File: src/rtl/hdb3_decoder.sv
// HDB3 line decoder: strips bipolar violations and their substitution pulse, restoring NRZ bits.
// Latency: symbol k is presented the cycle after symbol k+4 is accepted (4-symbol window).
// Backpressure: none; the stream is paced by in_valid, and idle cycles hold all state.
//
// Ports:
//   clk        rising-edge clock
//   reset      synchronous active-high reset
//   in_valid   data_hdb3 carries a symbol this cycle
//   data_hdb3  2'b00 = 0, 2'b01 = +1, 2'b10 = -1, 2'b11 = illegal
//   data_out   decoded NRZ bit, qualified by out_valid
//   out_valid  registered valid for data_out
//   code_err   one-cycle pulse for an error on the symbol accepted last cycle
//   err_count  saturating count of code_err pulses
module hdb3_decoder #(
  parameter int ERR_CNT_W = 16,
  parameter bit CHECK_EN  = 1'b1
) (
  input  logic                 clk,
  input  logic                 reset,
  input  logic                 in_valid,
  input  logic [1:0]           data_hdb3,
  output logic                 data_out,
  output logic                 out_valid,
  output logic                 code_err,
  output logic [ERR_CNT_W-1:0] err_count
);

  localparam logic [1:0] SYM_POS = 2'b01;
  localparam logic [1:0] SYM_NEG = 2'b10;
  localparam logic [1:0] SYM_ILL = 2'b11;
  localparam logic [ERR_CNT_W-1:0] CNT_ONE = {{(ERR_CNT_W-1){1'b0}}, 1'b1};

  // sr[0] holds the newest mark, sr[3] the oldest (next to be emitted)
  logic [3:0] sr;
  logic [2:0] fill;
  logic       first_seen;
  logic       last_pol;     // 1 = last normal pulse was negative

  logic is_pulse;
  logic pol;
  logic is_illegal;
  logic is_v;
  logic mark;
  logic v_err;
  logic err_next;
  logic [3:0] sr_next;

  always_comb begin
    is_pulse   = (data_hdb3 == SYM_POS) || (data_hdb3 == SYM_NEG);
    pol        = (data_hdb3 == SYM_NEG);
    is_illegal = (data_hdb3 == SYM_ILL);
    // A repeat of the previous pulse polarity is a violation
    is_v       = is_pulse && first_seen && (pol == last_pol);
    mark       = is_pulse && !is_v;
    // A well-formed substitution has only zeros between the B/0 slot and the V
    v_err      = CHECK_EN && is_v && (sr[0] || sr[1]);
    err_next   = is_illegal || v_err;
    // The V also removes the B (or leading 0) three symbols back as it moves to the output slot
    sr_next    = {(is_v ? 1'b0 : sr[2]), sr[1], sr[0], mark};
  end

  always_ff @(posedge clk) begin
    if (reset) begin
      sr         <= 4'b0000;
      fill       <= 3'd0;
      first_seen <= 1'b0;
      last_pol   <= 1'b0;
      data_out   <= 1'b0;
      out_valid  <= 1'b0;
      code_err   <= 1'b0;
      err_count  <= '0;
    end else if (in_valid) begin
      sr       <= sr_next;
      code_err <= err_next;
      if (err_next && (err_count != {ERR_CNT_W{1'b1}})) begin
        err_count <= err_count + CNT_ONE;
      end
      if (mark) begin
        last_pol   <= pol;
        first_seen <= 1'b1;
      end
      if (fill == 3'd4) begin
        data_out  <= sr[3];
        out_valid <= 1'b1;
      end else begin
        out_valid <= 1'b0;
        fill      <= fill + 3'd1;
      end
    end else begin
      out_valid <= 1'b0;
      code_err  <= 1'b0;
    end
  end

endmodule

File: config.mk
export PLATFORM = sky130hd
export DESIGN_NAME = hdb3_decoder
export DESIGN_NICKNAME = d
export VERILOG_FILES = /design/src/rtl/hdb3_decoder.sv
export SDC_FILE = /design/constraint.sdc
export NUM_CORES = 1
export LEC_CHECK = 0
export CAP_MARGIN = 15
export CORE_MARGIN = 2
export CORE_UTILIZATION = 56
export CTS_CLUSTER_DIAMETER = 200
export CTS_CLUSTER_SIZE = 40
export DETAILED_ROUTE_END_ITERATION = 7
export GPL_TIMING_DRIVEN = 0
export HOLD_SLACK_MARGIN = 0.1
export PLACE_DENSITY_LB_ADDON = 0.1
export SYNTH_ARGS = -nofsm -noshare
export SYNTH_HDL_FRONTEND = slang
export SYNTH_SLANG_ARGS = --single-unit
File: constraint.sdc
create_clock -name clk -period 3.4 [get_ports clk]
set_clock_uncertainty 0.1 [all_clocks]
set_input_delay 0.85 -clock clk [delete_from_list [all_inputs] [get_ports clk]]
set_output_delay 0.85 -clock clk [all_outputs]
set_load 0.05 [all_outputs]
==> results of run 1 <==
[placed cells by master, fill, tap and decap left out, types with 5 or more instances in the layout]
cell type,n
dfxtp_1,28
ha_1,5
inv_1,6
xor2_1,6
nor2_1,22
nand2_1,6
or3_1,6
nand4_1,9
nand3_1,6
mux2i_1,5
clkdlybuf4s50_1,22
a21oi_1,12
[routing by layer]
layer	wire length (um)	vias to the layer above
met3	157	2
met2	1430	41
li1	-	609
met4	15	0
met1	1360	573
met5	0	-
[worst reg2reg max path: stages, from the launching register on]
cell	delay, ns
dfxtp_1	0.46
ha_1	0.25
nand2_1	0.22
or4_1	0.54
nand4_2	0.15
or3_1	0.13
a21oi_1	0.07
[logic make-up after synthesis]
group | Yosys count | synth area share (%)
and+or+nand+nor | 75 | 31.6
DFF | 28 | 39.7
AOI/OAI and AO/OA | 22 | 9.40
buffers and inverters | 12 | 5.14
xor gates and xnor gates | 9 | 6.12
muxes | 5 | 3.55
adders and majority gates | 5 | 4.43
[power breakdown]
| group | total, W | internal, W | switching (W) |
|---|---|---|---|
| clock network | 0.000165 | 0.0000656 | 0.0000996 |
| logic | 0.0000620 | 0.0000271 | 0.0000349 |
| registers | 0.000341 | 0.000335 | 0.00000599 |
[final cells by class]
| type | instances | area [sq um] | area share, % |
|---|---|---|---|
| Buffer | 6 | 50.0 | 2.93 |
| Multi-Input combinational cell | 116 | 778 | 45.6 |
| Timing Repair Buffer | 22 | 220 | 12.9 |
| Tap cell | 30 | 37.5 | 2.20 |
| Sequential cell | 28 | 561 | 32.9 |
| Inverter | 6 | 22.5 | 1.32 |
| Clock buffer | 4 | 36.3 | 2.13 |
[flip-flops by register name (all words and copies together) (netlist names)]
register / cells
first_seen: 1
fill: 3
out_valid: 1
sr: 4
code_err: 1
last_pol: 1
err_count: 16
data_out: 1
[how the worst max path moves through the flow]
stage | from | to | slack (ns)
2_1_floorplan | data_hdb3[0] | err_count[3] | 0.91
3_3_place_gp | data_hdb3[0] | err_count[3] | 0.36
3_5_place_dp | data_hdb3[0] | err_count[3] | 0.31
4_1_cts | data_hdb3[0] | err_count[3] | 0.66
5_1_grt | data_hdb3[0] | err_count[3] | 0.56
6_report | data_hdb3[0] | err_count[3] | 0.65
[per-stage QoR]
step	total power (W)	cells	setup WS (ns)	hold WS [ns]
2_1_floorplan	0.000393	156	0.906	0.334
3_3_place_gp	0.000408	208	0.357	0.352
3_5_place_dp	0.000410	208	0.314	0.355
4_1_cts	0.000573	212	0.656	0.385
5_1_grt	0.000591	212	0.560	0.406
6_report	0.000569	212	0.648	0.384
==> key figures, run 1 <==
Run status
  • Status: finished, final reports clean

Route
  • DRC Markers: 0
  • TritonRoute pass-1 iters: 4
  • Routed WL: around 3.0 mm
  • Antenna Violating Nets Remaining: 0
  • Routed len/inst: 14.0 um
  • First DRT Iteration DRCs: 24
  • Vias/cell: a little under 6
  • Vias: 1225

Cells and area
  • FILL cells: 188
  • Final design area excluding fillers: ~0.0017 sq mm
  • Post-layout util: 70.1%
  • N_diodes: 0
  • Layout Nets: about 190
  • Area grow syn2layout: 20.8%
  • Layout cells sized above 1: 9.34%

Worst setup path
  • CP bufs+invs: 3
  • CP Depth: 9
  • Worst reg2reg path depth: 6
  • Crit path kind: input pin to flip-flop
  • Worst r2r src: err_count[0]
  • CP delay by family, top: simple AND/OR/NAND/NOR gates
  • Setup crit end kind: flip-flop
  • Worst-path fanout max: 10
  • Worst Path Required: 3.57 ns
  • Highest cell delay on the worst timing path: 0.50 ns
  • Reg-to-reg setup timing slack: 1.37 ns
  • Startpoint Class: input pin
  • Worst-path cell chain: clkdlybuf4s50_1 -> inv_1 -> ha_1 -> and2b_1 -> a31o_4 -> buf_12 -> nand2_4 -> or4_1 -> a21oi_1
  • Slowest stage cell, crit path: or4_1
  • CP arrival: 2.92 ns
  • Reg2reg end: err_count[11]

Global routing
  • GR met2 Demand/Resource: 37.3%
  • Global-route wire length before repair: 4.80 mm
  • Global Route met1 Usage: between 20 and 30%
  • Grt peak-use layer: met2
  • Overflow after GRT: 0
  • Antenna violations before repair: 0
  • Largest net degree at the start of global routing: 16
  • Met3 usage: under 10%
  • Overall global routing resource usage: 22.4%
  • Vias in the first global route: 1102

Clock tree
  • H-tree Lvls: 1
  • Clk sinks: 28
  • Clock slew at reported path FFs: 0.15 ns
  • CTS Buffer Depth: 2
  • CTS tree: yes
  • Post-CTS Setup Bufs: 0
  • Hold buffer count at cts: 0
  • Cts bufs inserted: 3
  • Clk root buf: clkbuf_4
  • Post-CTS Resized: 0
  • Worst-Skew Late Latency: 0.33 ns

Timing
  • RSZ-0062 raised after global routing: false
  • Hold Vio Cnt, Final: 0
  • Fin. max-slew vios: 0
  • Final period utilization: roughly four fifths
  • Setup TNS: 0 ns
  • Max transition margin: 66.3%
  • Worst slew pin tran: 0.503 ns
  • Final setup vio count: 0
  • Crit path time final: 2.75 ns
  • F_max: 363 MHz

Power and ir drop
  • Pwr Density: around 330 mW/mm^2
  • VDD IR max: 0.000280 V
  • Leak: 0.614 nW

Worst hold path
  • Hold Startpoint: sr[3]
  • Hold path depth: 2
  • Min-Delay Path Class: flip-flop to flip-flop
  • Worst hold path endpoint: sr[3]

Die
  • Die area: roughly 0.0029 sq mm
  • Total core area: 0.00243 sq mm
  • FP Rows: 18
  • Width of the chip: 54.2 um
  • # IOs: 24
  • Die Ht: between 50 and 60 um
  • Initial Util: between 50% and 60%

Placed design
  • Port bufs: 22
  • Post-DP HPWL: 2.14 mm
  • Gp weighted congestion: 0.848
  • DP Area: 0.00167 sq mm

Synthesis
  • Syn Inst Count: 156
  • Number of synthesized flops with an enable pin: 0
  • Async SR Flop Fraction: 0%
  • Unique masters post-synth: 39
  • Synthesized flop and latch total: 28
  • Synth Area per Inst: 9.05 sq um
  • Ranking of synthesized cells by area: dfxtp_1 40%, nor2_1 5.9%, ha_1 4.4%, a21oi_1 4.3%, nand4_1 4.0%
  • Top post-synthesis cells by count: 28 x dfxtp_1, 22 x nor2_1, 12 x a21oi_1
  • Seq/Total Area, Yosys: 39.7%
  • Yosys Warn Count: 0
  • Syn_nets: 166
  • Area leader, netlist: dfxtp_1
  • Yosys top cell area share: 39.7%
  • Top-count cell post-synth: dfxtp_1
  • Main synth FF type: dfxtp_1
  • Mapped cell area: 0.00141 sq mm

Run
  • Max-Cap Viols: 0
Note: power is estimated with default switching activity, not from simulation.
==> run 2: changes to the inputs <==
- CORE_UTILIZATION: 56 -> 47
- clock period: 3.4 -> 2.2 ns (I/O delays scaled with it)
==> run 2 against run 1 <==
Compared with the run above:
- the flow now finishes with violations (design-rule violations)
- via count down 0.16%
- setup slack worse by 0.60 ns
- critical path depth down 1
- routed wire length up 0.20%
- count of clock-buffer cells in the layout unchanged
- global-route usage down 3.6 points
- sequential power up 55%
- final cell count up 2.4%
==> key figures, run 2 (synthesized netlist as in run 1, its figures left out) <==
Die
  • Initial Util: 50.3%
  • Total core area: 0.00281 sq mm
  • Die Ht: about 60 um
  • Width of the chip: 58.8 um
  • Die area: 0.00346 sq mm
  • FP Rows: 19
  • # IOs: 24

Cells and area
  • Area grow syn2layout: 23.0%
  • Multi-input gate area: 797 sq um
  • Largest Register: err_count
  • Layout cells sized above 1: 12.9%
  • Layout Nets: 197
  • Most frequent cells in the layout: 28 x dfxtp_1, 22 x nor2_1, 17 x dlygate4sd2_1, 11 x a21oi_1, 9 x nand4_1
  • FILL cells: 253
  • Most common cell after layout, fill and taps aside: dfxtp_1
  • N_diodes: 0
  • Fin cells: 217
  • Max reg flops: 16
  • Largest registers: err_count (16), sr (4), fill (3)
  • Storage cell area: approximately 560 sq um

Clock tree
  • Hold buffer count at cts: 0
  • Cts bufs inserted: 3
  • H-tree Lvls: 1
  • CTS tree: yes
  • Clock slew at reported path FFs: approximately 0.15 ns
  • CTS Buffer Depth: 2
  • Worst-Skew Late Latency: 0.33 ns
  • Clk root buf: clkbuf_4
  • Clk sinks: 28

Route
  • Routed WL: 2.97 mm
  • DRC Markers: 2
  • Antenna Violating Nets Remaining: 0
  • First DRT Iteration DRCs: 33
  • Vias/cell: 5.64
  • TritonRoute pass-1 iters: 6
  • Vias: about 1200
  • Routed len/inst: 13.7 um

Power and ir drop
  • VDD IR max: 0.000282 V
  • Pwr Density: 511 mW/mm^2
  • Leak: 0.739 nW
  • Power, Total: 0.000887 W

Worst setup path
  • Crit path kind: input pin to flip-flop
  • Worst Path Required: about 2.4 ns
  • Worst-path cell chain: dlygate4sd2_1 -> ha_1 -> and2b_1 -> a31o_4 -> buf_4 -> nand3_4 -> or4_4 -> a21oi_2
  • CP arrival: 2.34 ns
  • Setup crit end kind: flip-flop
  • Highest cell delay on the worst timing path: 0.52 ns
  • Worst reg2reg path depth: 7
  • Worst-path fanout max: 2
  • Slowest stage cell, crit path: or4_4
  • Startpoint Class: input pin

Worst hold path
  • Hold path depth: 2
  • Min-Delay Path Class: flip-flop to flip-flop

Timing
  • Final period utilization: 98.0%
  • Min Hold Slack: 0.382 ns
  • Hold Vio Cnt, Final: 0
  • Crit path time final: about 2.2 ns
  • Final WS setup: ~0.044 ns
  • Fin. max-slew vios: 0
  • F_max: 464 MHz
  • Final setup vio count: 0
  • Max transition margin: between 60% and 70%
  • RSZ-0062 raised after global routing: false
  • Worst slew pin tran: around 0.5 ns

Global routing
  • Global-route wire length before repair: 5.02 mm
  • Overall global routing resource usage: 18.7%
  • Largest net degree at the start of global routing: 16
  • Vias in the first global route: between 1000 and 1500
  • Overflow after GRT: 0
  • Antenna violations before repair: 0

Run status
  • Status: complete, but fails checks
  • Failing checks: design-rule violations

Placed design
  • Port bufs: 22
  • Placed Cells incl. Taps: 209
  • Post-DP HPWL: about 2.1 mm
  • Gp weighted congestion: 0.887
  • Pre-CTS setup slack: -0.593 ns

Run
  • Max-Cap Viols: 0
run 2: cell types whose count changed in the layout (fill, tap and decap cells not counted), sizes merged:
| cell | before | now |
|---|---|---|
| clkdlybuf4s50 | 22 | 3 |
| dlygate4sd2 | 0 | 17 |
| buf | 2 | 6 |
| clkdlybuf4s15 | 0 | 1 |
| dlymetal6s2s | 0 | 1 |
run 2: layout make-up:
class                      instances  area share, %
sequential                        28           32.3
buffer                             6           2.88
multi-input combinational        116           45.9
clock buffer                       4           2.09
timing repair buffer              26           13.3
tap                               31           2.23
inverter                           6           1.30
run 2: report_power, final:
part           internal [W]  switching (W)
clock              0.000101       0.000157
combinational     0.0000456      0.0000565
sequential         0.000518     0.00000837
total              0.000665       0.000222
run 2: stage by stage:
stage / TNS, ns / utilization, % / area (sq um)
finish: 0 / 61.9 / 1740
global route: 0 / 61.9 / 1740
CTS: 0 / 61.4 / 1720
detailed placement: -5.86 / 59.5 / 1670
global placement: -5.19 / 59.5 / 1670
floorplan: 0 / - / 1410
run 2: worst paths after layout:
check / start / to / slack (ns)
worst max-delay path: data_hdb3[1] / err_count[5] / 0.04
worst min-delay path: sr[3] / sr[3] / 0.38
worst min register to register: sr[3] / sr[3] / 0.38
worst max register to register: err_count[0] / err_count[1] / 0.20
run 2: what timing repair did:
item,CTS,global route
endpoints found under the setup margin,23,3
resized for setup,19,5
pin swaps,6,1
setup buffers,4,0
run 2: worst max-delay path: cells and delay by family:
| kind | cells | cell delay [ns] |
|---|---|---|
| compound gates | 2 | 0.31 |
| fa+ha+maj | 1 | 0.30 |
| buf+inv | 2 | 0.36 |
| simple gates | 3 | 0.82 |
run 2: layer usage:
layer	share of wire (%)	up-vias	global-route usage, %
met3	5.1	6	2.86
met4	1.7	0	8.12
met2	46	28	27.9
met1	48	573	26.8
met5	0	-	0
li1	-	616	-
==> run 3: changes to the inputs <==
- CORE_UTILIZATION: 47 -> 56
- clock period: 2.2 -> 2.6 ns (I/O delays scaled with it)
==> run 3 against run 2 <==
Compared with the run above:
- the flow now finishes without violations
- sequential share of layout area up 0.14 points
- total power shrank 16%
- register-to-register slack improved by 0.37 ns
- non-clock buffer count fell by 3
- clock power down 17%
- largest cell class unchanged
- largest power group unchanged
==> key figures, run 3 (synthesized netlist as in run 1, its figures left out) <==
Placed design
  • Placed Cells incl. Taps: between 200 and 250
  • Port bufs: 22
  • DP Area: 0.00167 sq mm
  • Post-DP HPWL: 2.14 mm
  • Gp weighted congestion: 0.848

Power and ir drop
  • P_sw: 0.000185 W
  • Clock share of power: 28.9%
  • VDD IR max: between 0.0003 and 0.0004 V
  • Sequential power share: 59.7%
  • Power, Total: 0.000748 W
  • Pwr Density: approximately 430 mW/mm^2
  • Share of total power in combinational logic: a little under an eighth
  • Switching Share: 24.8%
  • Leak: around 0.62 nW
  • P_int: 0.000562 W

Cells and area
  • Largest Register: err_count
  • Most frequent cells in the layout: 28 x dfxtp_1, 22 x nor2_1, 22 x clkdlybuf4s50_1, 11 x a21oi_1, 9 x nand4_1
  • Area grow syn2layout: 22.5%
  • Final design area excluding fillers: 0.00173 sq mm
  • N_diodes: 0
  • FILL cells: around 190
  • Largest registers: err_count (16), sr (4), fill (3)
  • Layout cells sized above 1: 10.9%
  • Max reg flops: 16
  • Layout Nets: 194
  • Most common cell after layout, fill and taps aside: dfxtp_1
  • Fin cells: 213

Timing
  • Final setup vio count: 0
  • Max transition margin: 66.1%
  • Min Hold Slack: 0.385 ns
  • Hold Vio Cnt, Final: 0
  • Fin. max-slew vios: 0
  • RSZ-0062 raised after global routing: false
  • Final period utilization: 98.0%
  • Setup TNS: 0 ns
  • Worst slew pin tran: 0.506 ns
  • F_max: slightly below 400 MHz
  • Crit path time final: 2.55 ns

Worst hold path
  • Min-Delay Path Class: flip-flop to flip-flop

Global routing
  • Largest net degree at the start of global routing: 16
  • Overall global routing resource usage: 22.4%
  • Vias in the first global route: 1102
  • Global-route wire length before repair: 4.80 mm
  • Overflow after GRT: 0
  • Antenna violations before repair: 0

Clock tree
  • CTS tree: yes
  • CTS Buffer Depth: 2
  • Worst-Skew Late Latency: ~0.33 ns
  • Cts bufs inserted: 3
  • Clock slew at reported path FFs: 0.15 ns
  • H-tree Lvls: 1
  • Clk root buf: clkbuf_4
  • Clk sinks: 28

Die
  • Die Ht: 54.2 um
  • # IOs: 24
  • FP Rows: 18
  • Total core area: between 0.002 and 0.0025 sq mm
  • Width of the chip: 54.2 um
  • Die area: 0.00294 sq mm
  • Initial Util: 58.0%

Route
  • Routed WL: 3.01 mm
  • Vias: 1232
  • Routed len/inst: roughly 14 um
  • DRC Markers: 0
  • TritonRoute pass-1 iters: 4
  • Antenna Violating Nets Remaining: 0
  • Vias/cell: between 5 and 6
  • First DRT Iteration DRCs: 19

Worst setup path
  • Crit path kind: input pin to flip-flop
  • Worst-path fanout max: 10
  • Worst Path Required: around 2.8 ns
  • Setup crit end kind: flip-flop
  • CP arrival: roughly 2.7 ns
  • Startpoint Class: input pin

Run status
  • Status: finished, final reports clean

Run
  • Max-Cap Viols: 0
run 3: what timing repair did:
action | in CTS | in global routing
setup buffers | 0 | 1
resized for setup | 0 | 2
setup endpoints to repair | 0 | 2
hold buffers | 0 | 0
run 3: critical path: stages:
cell,delay [ns]
clkdlybuf4s50_1,0.48
inv_1,0.07
ha_4,0.23
and2b_1,0.23
a31o_4,0.19
buf_12,0.13
nand2_4,0.06
or4_1,0.53
a21oi_2,0.15
run 3: per-layer routing:
| metal | GRT usage [%] | wire (um) | vias to the layer above |
|---|---|---|---|
| met2 | 37.3 | 1480 | 34 |
| met3 | 2.50 | 134 | 4 |
| met4 | 8.33 | 25 | 0 |
| met5 | 0 | 0 | - |
| met1 | 29.4 | 1370 | 583 |
| li1 | - | - | 611 |
run 3: worst paths after layout:
path | slack [ns] | startpoint | depth (start not counted) | end
worst min register to register | 0.38 | sr[3] | 2 | sr[3]
worst max register to register | 0.57 | err_count[0] | 6 | err_count[11]
worst max-delay path | 0.05 | data_hdb3[0] | 9 | err_count[3]
worst min-delay path | 0.38 | sr[3] | 2 | sr[3]
run 3: final cells by class:
| class | count | area [sq um] | share of cell area [%] |
|---|---|---|---|
| Multi-Input combinational cell | 116 | 795 | 45.9 |
| Inverter | 6 | 22.5 | 1.30 |
| Buffer | 6 | 50.0 | 2.89 |
| Timing Repair Buffer | 23 | 228 | 13.2 |
| Sequential cell | 28 | 561 | 32.4 |
| Tap cell | 30 | 37.5 | 2.17 |
| Clock buffer | 4 | 36.3 | 2.10 |
run 3: power by group through the flow:
stage	registers, W	logic (W)	clock network [W]
final	0.000446	0.0000855	0.000216
after global routing	0.000448	0.0000933	0.000237
after CTS	0.000446	0.0000815	0.000222
after detailed placement	0.000455	0.0000811	0
after global placement	0.000454	0.0000787	0
after floorplan	0.000460	0.0000542	0
run 3: per-stage QoR:
step,utilization [%],setup slack (ns)
finish,71.1,0.0513
global route,71.1,0.00622
CTS,70.1,0.0565
detailed placement,68.6,-0.286
global placement,68.6,-0.243
floorplan,-,0.306
